## src/rtl/ghash_tag_block.sv

```systemverilog
// GHASH accumulator for AES-GCM: bit-serial GF(2^128) multiply, length block, tag and tag compare.
// 129 cycles per block or length block; sources hold their valid until accepted while oReady=1; tag held until iInit.
module ghash_tag_block (
   input  logic         iClk,
   input  logic         iRstn,
   input  logic         iInit,
   input  logic [0:127] iH,
   input  logic         iH_valid,
   input  logic [0:127] iEk0,
   input  logic         iEk0_valid,
   input  logic [0:127] iAad,
   input  logic         iAad_valid,
   input  logic [0:127] iCt,
   input  logic         iCt_valid,
   input  logic         iFinal,
   input  logic [0:63]  iLenA,
   input  logic [0:63]  iLenC,
   input  logic [0:127] iTag_ref,
   output logic         oReady,
   output logic         oBusy,
   output logic [0:127] oTag,
   output logic         oTag_valid,
   output logic         oTag_match
);

   typedef enum logic [2:0] {
      S_NOKEY,
      S_READY,
      S_MULT,
      S_FIN,
      S_DONE
   } state_t;

   localparam logic [0:127] R_POLY = {8'hE1, 120'd0};

   state_t       state_q;
   logic [0:127] h_q;
   logic [0:127] ek0_q;
   logic [0:127] y_q;
   logic [0:127] x_q;
   logic [0:127] z_q;
   logic [0:127] v_q;
   logic [0:127] tag_ref_q;
   logic [6:0]   cnt_q;

   logic [0:127] z_step;
   logic [0:127] v_step;
   logic [0:127] tag_calc;
   logic [0:127] blk_sel;
   logic         blk_take;
   logic         h_load;

   // One multiplier step: bit cnt of X selects V into Z, V advances by one power of x mod P.
   always_comb begin
      z_step   = x_q[cnt_q] ? (z_q ^ v_q) : z_q;
      v_step   = v_q[127] ? ((v_q >> 1) ^ R_POLY) : (v_q >> 1);
      tag_calc = z_step ^ ek0_q;
      blk_take = iAad_valid | iCt_valid;
      blk_sel  = iAad_valid ? iAad : iCt;
      h_load   = iH_valid && (state_q == S_NOKEY || state_q == S_READY ||
                              state_q == S_DONE || iInit);
   end

   always_ff @(posedge iClk or negedge iRstn) begin
      if (!iRstn) begin
         state_q    <= S_NOKEY;
         h_q        <= '0;
         ek0_q      <= '0;
         y_q        <= '0;
         x_q        <= '0;
         z_q        <= '0;
         v_q        <= '0;
         tag_ref_q  <= '0;
         cnt_q      <= '0;
         oReady     <= 1'b0;
         oBusy      <= 1'b0;
         oTag       <= '0;
         oTag_valid <= 1'b0;
         oTag_match <= 1'b0;
      end else begin
         if (iEk0_valid) ek0_q <= iEk0;
         if (h_load)     h_q   <= iH;

         if (state_q == S_NOKEY) begin
            if (iH_valid) begin
               state_q <= S_READY;
               oReady  <= 1'b1;
            end
         end else if (iInit) begin
            // Abort wins over any same-cycle accept or in-flight multiply.
            y_q        <= '0;
            oTag       <= '0;
            oTag_valid <= 1'b0;
            oTag_match <= 1'b0;
            oReady     <= 1'b1;
            oBusy      <= 1'b0;
            state_q    <= S_READY;
         end else begin
            case (state_q)
               S_READY: begin
                  if (blk_take || iFinal) begin
                     x_q    <= y_q ^ (blk_take ? blk_sel : {iLenA, iLenC});
                     z_q    <= '0;
                     v_q    <= h_q;
                     cnt_q  <= '0;
                     oReady <= 1'b0;
                     oBusy  <= 1'b1;
                     if (blk_take) begin
                        state_q <= S_MULT;
                     end else begin
                        tag_ref_q <= iTag_ref;
                        state_q   <= S_FIN;
                     end
                  end
               end
               S_MULT, S_FIN: begin
                  z_q   <= z_step;
                  v_q   <= v_step;
                  cnt_q <= cnt_q + 7'd1;
                  if (cnt_q == 7'd127) begin
                     y_q   <= z_step;
                     oBusy <= 1'b0;
                     if (state_q == S_FIN) begin
                        oTag       <= tag_calc;
                        oTag_match <= (tag_calc == tag_ref_q);
                        oTag_valid <= 1'b1;
                        state_q    <= S_DONE;
                     end else begin
                        oReady  <= 1'b1;
                        state_q <= S_READY;
                     end
                  end
               end
               default: begin
               end
            endcase
         end
      end
   end

endmodule

```

## config.mk

```make
export PLATFORM = sky130hd
export DESIGN_NAME = ghash_tag_block
export DESIGN_NICKNAME = d
export VERILOG_FILES = /design/src/rtl/ghash_tag_block.sv
export SDC_FILE = /design/constraint.sdc
export NUM_CORES = 2
export LEC_CHECK = 0
export CAP_MARGIN = 10
export CORE_MARGIN = 8
export CORE_UTILIZATION = 35
export CTS_CLUSTER_SIZE = 12
export DETAILED_ROUTE_END_ITERATION = 6
export SKIP_LAST_GASP = 1
export SYNTH_ARGS = -nofsm -noshare
export SYNTH_HDL_FRONTEND = slang
export SYNTH_SLANG_ARGS = --single-unit
```

## constraint.sdc

```tcl
create_clock -name iClk -period 5.65 [get_ports iClk]
set_clock_uncertainty 0.05 [all_clocks]
set_input_delay 1.695 -clock iClk [delete_from_list [all_inputs] [get_ports iClk]]
set_output_delay 1.695 -clock iClk [all_outputs]
set_load 0.02 [all_outputs]
```

==> metrics.txt <==
# TYPE chip_impl_metric gauge
chip_impl_info{name="yosys-top-cells-count",value="1038 x sky130_fd_sc_hd__dfrtp_1, 706 x sky130_fd_sc_hd__nand2_1, 633 x sky130_fd_sc_hd__o21ai_0, 464 x sky130_fd_sc_hd__a21oi_1, 385 x sky130_fd_sc_hd__clkbuf_1"} 1
chip_impl_metric{name="global_route.overflow_total",unit=""} 0
chip_impl_metric{name="worst_hold_slack",unit="ns"} 0.4301
chip_impl_metric{name="worst-endpoint-arrival",unit="ns"} 6.15
chip_impl_metric{name="timing.critical_path.fanout_max",unit=""} 51
chip_impl_metric{name="final-setup-viol-count",unit=""} 0
chip_impl_metric{name="fmax",unit="MHz"} 181.5
chip_impl_metric{name="cts.reportedPaths.clkPinSlew",unit="ns"} 0.06
chip_impl_metric{name="min_period",unit="ns"} 5.509
chip_impl_info{name="timing.critical_path.to_type",value="flip-flop"} 1
chip_impl_metric{name="grt_pass1_wl",unit="mm"} 395.4
chip_impl_metric{name="placedCellCount",unit=""} 8476
chip_impl_metric{name="route.antenna.remaining_nets",unit=""} 0
chip_impl_metric{name="clk_path_buf_depth",unit=""} 3
chip_impl_metric{name="drive_above_1_share",unit="%"} 11.98
chip_impl_metric{name="fillerInstances",unit=""} 15474
chip_impl_metric{name="core_outline_area",unit="um2"} 159800
chip_impl_info{name="critical_hold_path_startpoint",value="oTag_valid"} 1
chip_impl_info{name="critical_path.startpoint",value="cnt_q[0]"} 1
chip_impl_metric{name="vias_per_cell",unit=""} 5.774
chip_impl_metric{name="cts_sinks",unit=""} 1038
chip_impl_metric{name="yosys_register_bits",unit=""} 1038
chip_impl_metric{name="die-area",unit="um2"} 173100
chip_impl_metric{name="worst_skew_pair.late_latency",unit="ns"} 0.79
chip_impl_metric{name="slew_viol_final",unit=""} 0
chip_impl_info{name="violations",value="design-rule violations"} 1
chip_impl_info{name="cell_at_the_root_of_the_clock_tree",value="sky130_fd_sc_hd__clkbuf_16"} 1
chip_impl_metric{name="antenna_found_initial",unit=""} 36
chip_impl_metric{name="syn_area_per_cell",unit="um2"} 9.676
chip_impl_metric{name="tightest_slew",unit="ns"} 1.382
chip_impl_metric{name="route.detailed.wl_per_inst",unit="um"} 33.36
chip_impl_metric{name="postLayoutCoreUtil",unit="%"} 44.77
chip_impl_metric{name="tritoncts.num_buffers",unit=""} 117
chip_impl_info{name="hold_path_class",value="flip-flop to flip-flop"} 1
chip_impl_info{name="crit_path_start_kind",value="flip-flop"} 1
chip_impl_metric{name="async_reset_ff_share",unit="%"} 100.0
chip_impl_metric{name="syn_area",unit="um2"} 56020
chip_impl_metric{name="pin_count_of_the_biggest_net_entering_global_routing",unit=""} 159
chip_impl_metric{name="io_pins",unit=""} 908
chip_impl_metric{name="hold_violations",unit=""} 0
chip_impl_metric{name="h-tree-depth",unit=""} 3
chip_impl_metric{name="finish.net_count",unit=""} 7286
chip_impl_info{name="synthTopCellsByArea",value="sky130_fd_sc_hd__dfrtp_1 46%, sky130_fd_sc_hd__mux2_2 7.6%, sky130_fd_sc_hd__o21ai_0 5.7%"} 1
chip_impl_metric{name="gp_routability_congestion",unit=""} 1.061
chip_impl_metric{name="areaGrowthSynthToFinish",unit="%"} 27.74
chip_impl_metric{name="stdcell_count",unit=""} 8703
chip_impl_metric{name="power.density_cell_area",unit="nW/um2"} 628.7
chip_impl_metric{name="setup_total_negative_slack",unit="ns"} 0
chip_impl_metric{name="drt-initial-drc-count",unit=""} 5504
chip_impl_metric{name="portion_of_the_post_synthesis_area_used_by_sequential_elements",unit="%"} 46.36
chip_impl_info{name="ff_to_ff_start",value="cnt_q[0]"} 1
chip_impl_info{name="path_class",value="flip-flop to flip-flop"} 1
chip_impl_metric{name="first_global_vias",unit=""} 49039
chip_impl_metric{name="detailedRoute.firstPassIterationCount",unit=""} 7
chip_impl_metric{name="fp-row-count",unit=""} 147
chip_impl_metric{name="mappedNetlistNets",unit=""} 6567
chip_impl_metric{name="synth_top_cell_area_share",unit="%"} 46.36
chip_impl_metric{name="max_cap_violations",unit=""} 0
chip_impl_metric{name="number_of_enable_flip_flop_cells_after_synthesis",unit=""} 0
chip_impl_metric{name="global_route.usage.total",unit="%"} 32.10
chip_impl_metric{name="chipWidth",unit="um"} 416.1
chip_impl_metric{name="post-route-drc-count",unit=""} 6
chip_impl_info{name="synth_top_area_cell",value="sky130_fd_sc_hd__dfrtp_1"} 1
chip_impl_metric{name="initial_utilization",unit="%"} 35.05
chip_impl_metric{name="required_time_at_the_worst_slack_endpoint",unit="ns"} 6.29
chip_impl_metric{name="post_route_clock_period_utilization",unit="%"} 97.50
chip_impl_metric{name="portBuffers",unit=""} 907
chip_impl_info{name="tritoncts_clock_tree",value="built"} 1
chip_impl_metric{name="post-dp-hpwl",unit="mm"} 232.8
chip_impl_metric{name="post_synth_num_cell_types",unit=""} 93
chip_impl_info{name="ys_dominant_reg_cell",value="sky130_fd_sc_hd__dfrtp_1"} 1
chip_impl_metric{name="syn-instance-count",unit=""} 5790
chip_impl_metric{name="dieHeight",unit="um"} 416.1
chip_impl_metric{name="synth.yosys.warnings",unit=""} 0
chip_impl_info{name="status",value="finished with violations"} 1
chip_impl_metric{name="slew_headroom",unit="%"} 7.226
chip_impl_metric{name="via_count",unit=""} 50251
chip_impl_metric{name="peakVddDrop",unit="mV"} 0.3731
chip_impl_metric{name="leakagePower",unit="nW"} 29.33
chip_impl_info{name="rsz0062_at_grt",value="false"} 1
chip_impl_metric{name="total_wire_length_after_detailed_routing",unit="mm"} 290.3
chip_impl_metric{name="ctsHoldBuffers",unit=""} 0
chip_impl_metric{name="buffers_inserted_during_post_cts_setup_optimization",unit=""} 0
chip_impl_metric{name="cts-resized-gates",unit=""} 0
chip_impl_info{name="synthMostInstantiatedCell",value="sky130_fd_sc_hd__dfrtp_1"} 1
==> critical path: stages (launching register included) <==
cell                       delay, ns
sky130_fd_sc_hd__dfrtp_2        0.38
sky130_fd_sc_hd__buf_4          0.35
sky130_fd_sc_hd__mux2i_1        0.14
sky130_fd_sc_hd__a22oi_1        0.19
sky130_fd_sc_hd__a21oi_1        0.10
sky130_fd_sc_hd__o41a_1         0.49
sky130_fd_sc_hd__nor4_4         0.58
sky130_fd_sc_hd__buf_12         0.32
sky130_fd_sc_hd__buf_12         0.28
sky130_fd_sc_hd__nand2_1        0.17
sky130_fd_sc_hd__xor2_1         0.33
sky130_fd_sc_hd__a222oi_1       0.75
sky130_fd_sc_hd__nor4b_1        0.41
sky130_fd_sc_hd__nand4_1        0.25
sky130_fd_sc_hd__nor4_1         0.42
sky130_fd_sc_hd__a22o_1         0.18
==> per-stage QoR <==
step / setup slack [ns] / total power, W / area [um2]
floorplan: 1.454 / 0.02462 / 56020
global placement: 0.2363 / 0.03617 / 67570
detailed placement: 0.2469 / 0.03637 / 67580
CTS: 0.1922 / 0.04436 / 71520
global route: 0.01403 / 0.04644 / 71530
finish: 0.1411 / 0.04499 / 71560
==> kinds of logic after synthesis <==
| kind of cell | after synthesis | synth area share (%) |
|---|---|---|
| AO/OA/AOI/OAI | 1592 | 16.64 |
| AND/OR/NAND/NOR | 1478 | 12.60 |
| flip-flops | 1038 | 46.36 |
| multiplexers | 582 | 11.54 |
| XOR/XNOR | 555 | 8.958 |
| buffers and inverters | 544 | 3.873 |
| adder cells (fa/ha/maj) | 1 | 0.02233 |
==> routing by layer <==
layer  vias to the layer above  wire length [um]  track usage [%]
li1                      22041                 -                -
met1                     25303            116600            41.04
met2                      2345            131800            50.92
met3                       548             23160            6.881
met4                        14             18620            17.21
met5                         -                85                0
==> cells in the final DEF (no fill, tap or decap), types with 24 or more instances in the layout <==
master	instances
sky130_fd_sc_hd__dfrtp_1	1036
sky130_fd_sc_hd__clkdlybuf4s50_1	903
sky130_fd_sc_hd__nand2_1	705
sky130_fd_sc_hd__o21ai_0	632
sky130_fd_sc_hd__a21oi_1	461
sky130_fd_sc_hd__mux2_2	376
sky130_fd_sc_hd__xnor2_1	289
sky130_fd_sc_hd__xor2_1	254
sky130_fd_sc_hd__nor2_1	245
sky130_fd_sc_hd__mux2i_1	193
sky130_fd_sc_hd__buf_4	139
sky130_fd_sc_hd__o31ai_1	120
sky130_fd_sc_hd__clkbuf_16	118
sky130_fd_sc_hd__o22ai_1	106
sky130_fd_sc_hd__and3_1	90
sky130_fd_sc_hd__inv_1	65
sky130_fd_sc_hd__nor3_1	56
sky130_fd_sc_hd__nand3_1	49
sky130_fd_sc_hd__nand4_1	45
sky130_fd_sc_hd__nor4_1	41
sky130_fd_sc_hd__nor2b_1	37
sky130_fd_sc_hd__nand4b_1	31
sky130_fd_sc_hd__buf_12	31
sky130_fd_sc_hd__clkbuf_8	25
sky130_fd_sc_hd__a211oi_1	24
==> sequential cells by signal, summed over array words and instances, names as in the netlist <==
| name | cells |
|---|---|
| oReady | 1 |
| state_q | 3 |
| h_q | 128 |
| oTag_match | 1 |
| oTag | 128 |
| ek0_q | 128 |
| y_q | 128 |
| z_q | 128 |
| oBusy | 1 |
| tag_ref_q | 128 |
| x_q | 128 |
| cnt_q | 7 |
| oTag_valid | 1 |
| v_q | 128 |
==> worst paths after layout <==
kind                              end  slack (ns)  cells after the start
hold reg to reg            oTag_valid        0.43                      2
min in group asynchronous     x_q[39]        0.91                      1
max in group asynchronous    y_q[103]        3.29                      2
setup / recovery           oTag_match        0.14                     15
setup reg to reg           oTag_match        0.14                     15
hold / removal             oTag_valid        0.43                      2
==> cell type report <==
| cell class | count | area, um2 | area share, % |
|---|---|---|---|
| antenna | 15 | 37.54 | 0.05245 |
| sequential | 1038 | 25980 | 36.30 |
| multi-input combinational | 4208 | 27990 | 39.11 |
| inverter | 66 | 247.7 | 0.3462 |
| clock inverter | 47 | 556.8 | 0.7780 |
| timing repair buffer | 1078 | 10760 | 15.04 |
| tap | 2086 | 2610 | 3.647 |
| clock buffer | 165 | 3379 | 4.722 |
==> where the power goes <==
group / total, W / internal, W / switching, W
Combinational: 0.0225 / 0.00778 / 0.0147
Clock: 0.00791 / 0.00453 / 0.00337
Sequential: 0.0146 / 0.00995 / 0.00466
(Power assumes the default switching activity.)
